===== config.mk =====
export PLATFORM = sky130hd
export DESIGN_NAME = mul_seq
export DESIGN_NICKNAME = d
export VERILOG_FILES = /design/src/rtl/mul_seq.sv
export SDC_FILE = /design/constraint.sdc
export NUM_CORES = 1
export LEC_CHECK = 0
export CORE_MARGIN = 3
export CORE_UTILIZATION = 36
export DETAILED_ROUTE_END_ITERATION = 6
export GPL_TIMING_DRIVEN = 0
export PLACE_DENSITY = 0.73
export SLEW_MARGIN = 20
export SYNTH_ARGS = -nofsm -noshare
export SYNTH_HDL_FRONTEND = slang
export SYNTH_SLANG_ARGS = --single-unit

===== constraint.sdc =====
create_clock -name clk -period 1.3 [get_ports clk]
set_input_delay 0.195 -clock clk [delete_from_list [all_inputs] [get_ports clk]]
set_output_delay 0.195 -clock clk [all_outputs]
set_load 0.005 [all_outputs]

===== src/rtl/mul_seq.sv =====
// mul_seq: 16x16 unsigned shift-add multiplier that borrows the shared execute ALU for one add per cycle.
// Latency 17 cycles from the start-accept edge to done; stall is held from the issue cycle until done.
module mul_seq #(
    parameter int          WIDTH    = 16,
    parameter logic [3:0]  ADD_OPER = 4'b0100
) (
    input  logic             clk,
    input  logic             rst_n,
    input  logic             start,
    input  logic [WIDTH-1:0] opA,
    input  logic [WIDTH-1:0] opB,
    input  logic [WIDTH-1:0] alu_out,
    input  logic             alu_cf,
    output logic [WIDTH-1:0] alu_InA,
    output logic [WIDTH-1:0] alu_InB,
    output logic [3:0]       alu_Oper,
    output logic             alu_own,
    output logic             stall,
    output logic             done,
    output logic [WIDTH-1:0] prod_hi,
    output logic [WIDTH-1:0] prod_lo
);

    localparam int            CW   = $clog2(WIDTH) + 1;
    localparam logic [CW-1:0] LAST = CW'(WIDTH - 1);

    typedef enum logic [1:0] {
        IDLE = 2'd0,
        RUN  = 2'd1,
        DONE = 2'd2
    } state_t;

    state_t           state;
    state_t           state_nxt;
    logic [WIDTH-1:0] m;
    logic [WIDTH-1:0] hi;
    logic [WIDTH-1:0] lo;
    logic [CW-1:0]    cnt;
    logic             accept;

    always_ff @(posedge clk or negedge rst_n) begin
        if (!rst_n) begin
            state <= IDLE;
        end else begin
            state <= state_nxt;
        end
    end

    always_comb begin
        state_nxt = state;
        accept    = 1'b0;
        stall     = 1'b0;
        done      = 1'b0;
        alu_own   = 1'b0;
        alu_InA   = '0;
        alu_InB   = '0;
        alu_Oper  = '0;
        case (state)
            IDLE: begin
                stall  = start;
                accept = start;
                if (start) begin
                    state_nxt = RUN;
                end
            end
            RUN: begin
                stall    = 1'b1;
                alu_own  = 1'b1;
                alu_Oper = ADD_OPER;
                alu_InA  = hi;
                alu_InB  = lo[0] ? m : '0;
                if (cnt == LAST) begin
                    state_nxt = DONE;
                end
            end
            DONE: begin
                done      = 1'b1;
                stall     = start;
                accept    = start;
                state_nxt = start ? RUN : IDLE;
            end
            default: begin
                state_nxt = IDLE;
            end
        endcase
    end

    // The ALU carry becomes the new MSB of hi; the bit shifted out of the sum enters lo from the top.
    always_ff @(posedge clk or negedge rst_n) begin
        if (!rst_n) begin
            m   <= '0;
            hi  <= '0;
            lo  <= '0;
            cnt <= '0;
        end else if (accept) begin
            m   <= opA;
            hi  <= '0;
            lo  <= opB;
            cnt <= '0;
        end else if (state == RUN) begin
            hi  <= {alu_cf, alu_out[WIDTH-1:1]};
            lo  <= {alu_out[0], lo[WIDTH-1:1]};
            cnt <= cnt + 1'b1;
        end
    end

    assign prod_hi = hi;
    assign prod_lo = lo;

endmodule


* Word level (Yosys, flattened, before mapping) *
Cells that the tools add are included.

word-level totals
  output and inout bits = 71
  word-level logic and storage cells = 33
  bits in registers = 55

operators by class
  multiplexer cells = 18
  reduce and logical (&&, ||, !) cells = 4
  add/subtract/negate cells = 1
  eq/ne operators = 5

operators with widths
  cell                                                             count
  16-bit two-way mux                                               7
  5-bit two-way mux                                                2
  2-bit one-hot mux with 3 select lines                            1
  5-bit by 1-bit adder with 5-bit output, second input constant    1
  5-bit by 4-bit == test with 1-bit output, second input constant  1
  1-bit two-way mux                                                4
  2-bit two-way mux                                                2
  2-bit != test, second input constant                             2
  3-bit two-way mux                                                1
  2-bit by 1-bit == test with 1-bit output, second input constant  1
  2-bit == test, second input constant                             1
  2-bit logical NOT                                                1
  1-bit one-hot mux with 2 select lines                            1
  2-bit AND reduction                                              1
  2-bit nonzero test                                               1
  2-bit OR reduction                                               1

* Longest topological paths before layout *
Gate-level depths: netlist of the first run.

  depth after elaboration = 4
  gate-level depth with buffers = 6
  gate-level depth less buffers = 4

* Least setup slack after synthesis of the first run *
Ideal clock, no wire load.

  path kind = register -> register
  start = register cnt[0]
  end = register cnt[4]
  path buffers = 0
  library setup time = 0.078 ns
  data required time = 1.222 ns
  path slack = 0.092 ns
  arrival time = 1.130 ns
  cell stages (with the launch flop) = 5
  clock period less this slack = 1.208 ns
  cells stage by stage = dfrtp_1 -> ha_1 -> and3_1 -> ha_1 -> o2bb2ai_1

on the way
  word-level cells in the longest chain between the ends = 3

ends and longest elaborated chain
  element                                 RTL line  text
  start, declared                         38        logic [CW-1:0] cnt;
  start signal, assigned                  103       cnt <= cnt + 1'b1;
  5-bit by 1-bit adder with 5-bit output  103
  5-bit two-way mux                       100       end else if (state == RUN) begin
  5-bit two-way mux                       95        end else if (accept) begin

No other way between the ends. The select of a mux whose other input is x is not followed.
A chain may end at the register's enable or synchronous reset.

* Worst setup path in the final report of the first run *
  start = register state[1]
  end = output port alu_InB[9]

on the way
  word-level cells in the longest chain between the ends = 2

ends and longest elaborated chain
  element                                   RTL line  text
  start, declared                           33        state_t state;
  start signal, assigned                    45        state <= state_nxt;
  2-bit by 1-bit == test with 1-bit output  58        case (state)
  16-bit two-way mux                        58
  end, declared                             15        output logic [WIDTH-1:0] alu_InB,

No other way between the ends.

==> results of run 1 <==
[synth_stat cells]
cell type / instances
and2b_4: 1
mux2i_1: 2
nand4_1: 1
nand2b_4: 1
buf_4: 5
o22ai_1: 2
nand2_1: 76
inv_4: 1
nand3_1: 3
a22oi_1: 2
nor2_1: 14
mux2_2: 1
nor3_1: 2
a22o_1: 17
nand2b_1: 1
conb_1: 1
buf_6: 3
clkbuf_1: 4
inv_1: 2
o2bb2ai_1: 1
nor2b_1: 1
nor2_8: 1
o21ai_0: 2
and3_1: 17
a31oi_1: 12
and2_1: 17
dfrtp_1: 55
buf_2: 10
ha_1: 2
[worst paths after layout]
| path | to | cells after the start | start | slack (ns) |
|---|---|---|---|---|
| hold / removal | m[9]$_DFFE_PN0P_ | 3 | opA[9] | 0.42 |
| max in group asynchronous | prod_lo[0]$_DFFE_PN0P_ | 2 | rst_n | 0.31 |
| hold reg to reg | m[10]$_DFFE_PN0P_ | 2 | m[10]$_DFFE_PN0P_ | 0.48 |
| setup reg to reg | prod_hi[6]$_DFFE_PN0P_ | 8 | state[0]$_DFFE_PN0P_ | -0.20 |
| setup / recovery | alu_InB[9] | 6 | state[1]$_DFFE_PN0P_ | -0.37 |
| min in group asynchronous | m[13]$_DFFE_PN0P_ | 2 | rst_n | 0.46 |
[timing repair]
| action | in CTS | in global routing |
|---|---|---|
| setup buffers | 44 | 8 |
| hold buffers | 1 | 0 |
| pin swaps | 16 | 57 |
| resized for setup | 223 | 84 |
| endpoints found under the hold margin | 55 | 0 |
| setup endpoints to repair | 75 | 88 |
| gates cloned | 2 | 3 |
[worst max-delay path: stages, from the launching register on]
cell      delay, ns
dfrtp_1        0.39
nand2b_4       0.17
inv_8          0.09
buf_6          0.11
buf_6          0.10
and3_1         0.18
buf_2          0.12
[registers in the layout (all words and copies together) (netlist names)]
| register | cells |
|---|---|
| m | 16 |
| cnt | 5 |
| prod_hi | 16 |
| state | 2 |
| prod_lo | 16 |
[area by class of cell]
class	count	area, um2
Buffer	20	176
Clock buffer	6	82.6
Clock inverter	2	35.0
Fill cell	509	1920
Inverter	3	18.8
Multi-Input combinational cell	179	1180
Sequential cell	55	1380
Tap cell	77	96.3
Timing Repair Buffer	173	1640
[through the flow]
step	setup TNS [ns]	util [%]
after floorplan	0	-
after detailed placement	-20.32	58.0
after global routing	-18.76	70.5
after global placement	-106.81	58.0
after CTS	-10.97	65.6
final	-13.52	70.5
[routing by layer]
metal,wire length (um),GRT usage [%]
met5,0,0
met1,3700,26.9
met3,736,5.81
met4,74,5.14
met2,4190,34.4
[kinds of logic after synthesis]
family          count (synthesis)
compound gates                 36
fa+ha+maj                       2
buf+inv                        25
flops                          55
mux                             3
other cells                     1
simple gates                  135
[power groups by stage]
stage / sequential [mW] / clock, mW / combinational, mW
3_3_place_gp: 3.14 / 0 / 5.14
2_1_floorplan: 3.06 / 0 / 2.44
6_report: 3.05 / 1.20 / 7.41
4_1_cts: 3.02 / 1.21 / 6.45
3_5_place_dp: 3.17 / 0 / 5.24
5_1_grt: 3.16 / 1.28 / 8.02
==> impl_results.md, run 1 <==
- Main combinational cell family by area after synthesis: simple AND/OR/NAND/NOR gates
- Cells after DPL: between 400 and 500
- Violated checks: negative setup slack
- Port Buf Inserts: between 100 and 150
- Clock Tree Root: clkbuf_8
- Crit start category: flip-flop
- Mux share of post-synthesis cell area: 1.25%
- Detailed Routing Iterations Pass 1: 4
- Setup slack after layout: -0.374 ns
- Latest clock arrival within the worst-skew pair: 0.31 ns
- Sw frac: 35.6%
- Final hold slack: around 0.42 ns
- Layout net count: 491
- Area growth, synth to finish: 84.7%
- # IOs: between 100 and 150
- Final Max Slew Viols: 0
- Vias in the first global route: between 2,000 and 3,000
- Bufs on Longest Clock Path: 2
- Non-filler cells, final: approximately 520
- Commonest non-fill, non-tap cell in the layout: dfrtp_1
- Status: finished with violations
- Sink Count: 55
- Post-synthesis cell count: ~260
- Total grt overflow: 0
- Share of layout cells above drive strength 1: between 40% and 50%
- Drt drc: 0
- Antenna diodes: 0
- CP arrival: roughly 1.5 ns
- Clock slew at reported path FFs: roughly 0.10 ns
- Vias/cell: 5.03
- Complex-gate fraction of the synthesized area: about 11%
- Post-DRT Antenna Nets: 0
- Crit end category: primary output
- Adder-cell share of the synthesized area: between 1 and 1.5%
- Distinct cells, synth: 29
- Worst VDD drop: between 1 and 1.5 mV
- WL final: ~8.7 mm
- Clock power frac: 10.3%
- Total Power: between 10 and 15 mW
- Critical path class: flip-flop to primary output
- RD Place Congestion: between 0.7 and 0.8
- Largest area contributor in the netlist: dfrtp_1
- CP Max Fanout: 7
- Starting Density: a little under two fifths
- Post-Synth Simple-Gate Area: between 20% and 30%
- Flops & latches, synth: 55
- DR vias: ~2,600
- CTS Buf Count: 5
- Die H: 89.3 um
- Place WS: -0.655 ns
- First-pass GRT wire length: approximately 13 mm
- Final hold violation count: 0
- Core area: approximately 6500 um2
- Synth top area cells: dfrtp_1, nand2_1, a22o_1
- Flop pwr share: approximately a quarter
- Largest net degree at the start of global routing: 56
- Worst-margin pin slew: a little over 0.7 ns
- Fraction of synthesized cell area in xor and xnor cells: 0%
- CTS tree: built
- Wire length per cell: 16.9 um
- Yosys Warn Count: 0
- Yosys top cell area share: between 50 and 60%
- Internal power: 7.50 mW
- CTS H-tree depth: 2
- All-Layer GR Usage: ~21%
- P_leak: 2.32 nW
- Setup violators final: 70
- Worst min-delay path class: primary input to flip-flop
- DP HPWL: about 5.3 mm
- Seq/Total Area, Yosys: 55.2%
- Power share of the combinational group: 63.6%
- Placed inst area: roughly 3800 um2
- Max Cap Viol: 0
- Slew headroom: a little over half
- Crit path time final: ~1.7 ns
- Mapped Area: 2490 um2
- Syn Area/Cell: roughly 9.7 um2
- Psw: between 4 and 5 mW
- Final period util: 129%
- Pwr dens: 2530 nW/um2
- Drt first-iter violations: 87
- Die area: 7970 um2
- RSZ-0062 raised after global routing: yes
- Initial antenna violation count: 0
- Design area: 4610 um2
- Fmax: about 0.60 GHz
- Clk_skew: 0.00683 ns
- Core Rows: 29
- Commonest cells after routing, fill and taps aside: dfrtp_1, clkdlybuf4s50_1, nand2_1
- Critical Path RT: between 1 and 1.5 ns
- Die W: between 80 and 90 um
No activity file was read; power rests on OpenSTA's default activity.
==> inputs of run 2 (changes only) <==
--- a/config.mk
+++ b/config.mk
@@ -7,8 +7,10 @@
 export LEC_CHECK = 0
 export CORE_MARGIN = 3
 export CORE_UTILIZATION = 36
+export CTS_CLUSTER_SIZE = 10
 export DETAILED_ROUTE_END_ITERATION = 6
 export GPL_TIMING_DRIVEN = 0
+export MAX_ROUTING_LAYER = met4
 export PLACE_DENSITY = 0.73
 export SLEW_MARGIN = 20
 export SYNTH_ARGS = -nofsm -noshare
==> run 2 against run 1 <==
- the flow still finishes with violations (negative setup slack)
- non-clock buffer count is the same
- critical path depth is the same
- first-iteration DRC count grew 14%
- register-to-register slack is essentially flat
- via count shrank 0.77%
- flip-flop and latch count is the same
- fmax grew 0.48%
- highest routed layer unchanged
- global-route usage grew 0.66 points
- combinational power is essentially flat
- utilization grew 0.077 points
==> impl_results.md, run 2 (same netlist as run 1, synthesis figures left out) <==
- RSZ-0062 raised after global routing: yes
- Buffers & Inverters on Critical Path: 4 (unchanged)
- P_leak: 2.32 nW (about the same)
- Sink Count: 55 (unchanged)
- Crit end category: primary output
- Worst VDD drop: 1.39 mV (+0.20%)
- Critical path class: flip-flop to primary output
- Setup violators final: 70 (unchanged)
- Power share of the combinational group: 63.5% (about the same)
- Worst min-delay path class: primary input to flip-flop
- CP most frequent cell: buf_6
- Total Power: 11.7 mW (about the same)
- RD Place Congestion: 0.789 (+1.4%)
- All-Layer GR Usage: 21.4% (+0.66 points)
- Clk_skew: 0.00486 ns (-0.00197 ns)
- Total grt overflow: 0 (unchanged)
- Die area: 7970 um2 (unchanged)
- WL final: 8.69 mm (-0.16%)
- Internal power: 7.51 mW (+0.12%)
- Port Buf Inserts: 119 (unchanged)
- Core Rows: 29 (unchanged)
- CP Max Fanout: 7 (unchanged)
- CP peak stage delay: 0.43 ns (+0.04 ns)
- Die H: 89.3 um (unchanged)
- Pwr dens: 2530 nW/um2 (about the same)
- Total negative slack: -13.59 ns (-0.0725 ns)
- Bufs on Longest Clock Path: 2 (unchanged)
- Post-DRT Antenna Nets: 0 (unchanged)
- Vias in the first global route: 2,683 (+0.30%)
- Die W: 89.3 um (unchanged)
- Final hold violation count: 0 (unchanged)
- Flop pwr share: 26.1% (about the same)
- Vias/cell: 4.99 (-0.77%)
- Drt first-iter violations: 99 (+14%)
- Final period util: 128% (-0.62 points)
- DR vias: 2,569 (-0.77%)
- Share of layout cells above drive strength 1: 40.4% (-0.23 points)
- Final Max Slew Viols: 0 (unchanged)
- Clock slew at reported path FFs: 0.10 ns (about the same)
- Worst path cell trace: nand2b_4, inv_8, buf_6, buf_6, and3_1, buf_2
- Area growth, synth to finish: 84.9%
- Slew headroom: 53.3% (+0.27 points)
- Critical Path RT: 1.11 ns (about the same)
- Commonest non-fill, non-tap cell in the layout: dfrtp_1
- Largest net degree at the start of global routing: 56 (unchanged)
- # IOs: 123 (unchanged)
- Drt drc: 0 (unchanged)
- Setup slack after layout: -0.366 ns (+0.00806 ns)
- CTS Buf Count: 5 (unchanged)
- Sw frac: 35.6% (about the same)
- Starting Density: 38.2% (unchanged)
- CP arrival: 1.47 ns (about the same)
- Fmax: 0.600 GHz (+0.48%)
- Layout net count: 491 (unchanged)
- Initial antenna violation count: 0 (unchanged)
- Clock Tree Root: clkbuf_8
- Fill count: 508 (-0.20%)
- Status: finished with violations
- Detailed Routing Iterations Pass 1: 4 (unchanged)
- CTS tree: built
- Worst-margin pin slew: 0.700 ns (-0.00410 ns)
- Latest clock arrival within the worst-skew pair: 0.31 ns (about the same)
- Core area: 6530 um2 (unchanged)
- Top Family by Delay on Critical Path: flip-flops
- Crit path time final: 1.67 ns (-0.00806 ns)
- Wire length per cell: 16.9 um (-0.16%)
- Non-filler cells, final: 515 (unchanged)
- CTS H-tree depth: 2 (unchanged)
- Commonest cells after routing, fill and taps aside: dfrtp_1, clkdlybuf4s50_1, nand2_1
- Worst path slowest cell: dfrtp_1
- Antenna diodes: 0 (unchanged)
- Crit start category: flip-flop
- DP HPWL: 5.25 mm (unchanged)
- Clock power frac: 10.3% (about the same)
- Psw: 4.16 mW (about the same)
- Max Cap Viol: 0 (unchanged)
- Violated checks: negative setup slack
- First-pass GRT wire length: 12.7 mm (-0.16%)
- Cells after DPL: 455 (unchanged)
## run 2: cell count changes in the layout (fill, tap and decap cells not counted), sizes merged
| cell | change |
|---|---|
| clkbuf | -1 |
| clkdlybuf4s15 | +1 |
## run 2: metrics by stage
step / utilization [%] / hold WS [ns] / instance area, um2 / worst slack, ns
floorplan: - / -0.101 / 2500 / 0.0920
global placement: 58.0 / 0.451 / 3790 / -1.60
detailed placement: 58.0 / 0.291 / 3790 / -0.655
CTS: 65.6 / 0.400 / 4290 / -0.362
global route: 70.6 / 0.438 / 4610 / -0.425
finish: 70.6 / 0.423 / 4610 / -0.366
## run 2: metal layers
metal / part of all wire (%) / wire length [um] / GRT usage, %
met2: 48 / 4160 / 34.4
met4: 1.4 / 121 / 5.14
met3: 6.0 / 518 / 3.23
met5: 0 / 0 / -
met1: 45 / 3890 / 28.6
## run 2: what timing repair did
item / in CTS / in global routing
endpoints found under the setup margin: 75 / 88
gates resized for setup: 223 / 83
pin swaps: 16 / 57
buffers inserted: 44 / 8
hold endpoints to repair: 55 / 0
gates cloned: 2 / 3
hold buffers: 1 / 0
## run 2: layout make-up
cell class	instances	area, um2	share of cell area, %
Buffer	20	176	3.83
Inverter	3	18.8	0.407
Clock inverter	2	35.0	0.760
Timing Repair Buffer	173	1650	35.7
Clock buffer	6	82.6	1.79
Sequential cell	55	1380	29.9
Multi-Input combinational cell	179	1180	25.6
Tap cell	77	96.3	2.09
## run 2: final timing paths
path / from / end / slack [ns] / depth (start not counted)
setup reg to reg: state[0]$_DFFE_PN0P_ / prod_hi[6]$_DFFE_PN0P_ / -0.20 / 8
max in group asynchronous: rst_n / prod_lo[0]$_DFFE_PN0P_ / 0.33 / 2
hold reg to reg: m[10]$_DFFE_PN0P_ / m[10]$_DFFE_PN0P_ / 0.48 / 2
setup / recovery: state[0]$_DFFE_PN0P_ / alu_InB[9] / -0.37 / 6
hold / removal: opA[9] / m[9]$_DFFE_PN0P_ / 0.42 / 3
min in group asynchronous: rst_n / m[13]$_DFFE_PN0P_ / 0.46 / 2
## run 2: power groups by stage
stage | logic [mW] | clock network (mW) | registers [mW]
5_1_grt | 8.03 | 1.27 | 3.16
3_3_place_gp | 5.14 | 0 | 3.14
4_1_cts | 6.45 | 1.21 | 3.02
6_report | 7.41 | 1.20 | 3.05
3_5_place_dp | 5.24 | 0 | 3.17
2_1_floorplan | 2.44 | 0 | 3.06
## run 2: worst reg2reg max path: stages (launching register included)
cell      delay [ns]
dfrtp_1         0.43
nand2b_4        0.12
inv_8           0.05
buf_6           0.13
buf_6           0.11
buf_6           0.10
buf_8           0.12
buf_6           0.12
a22o_1          0.20
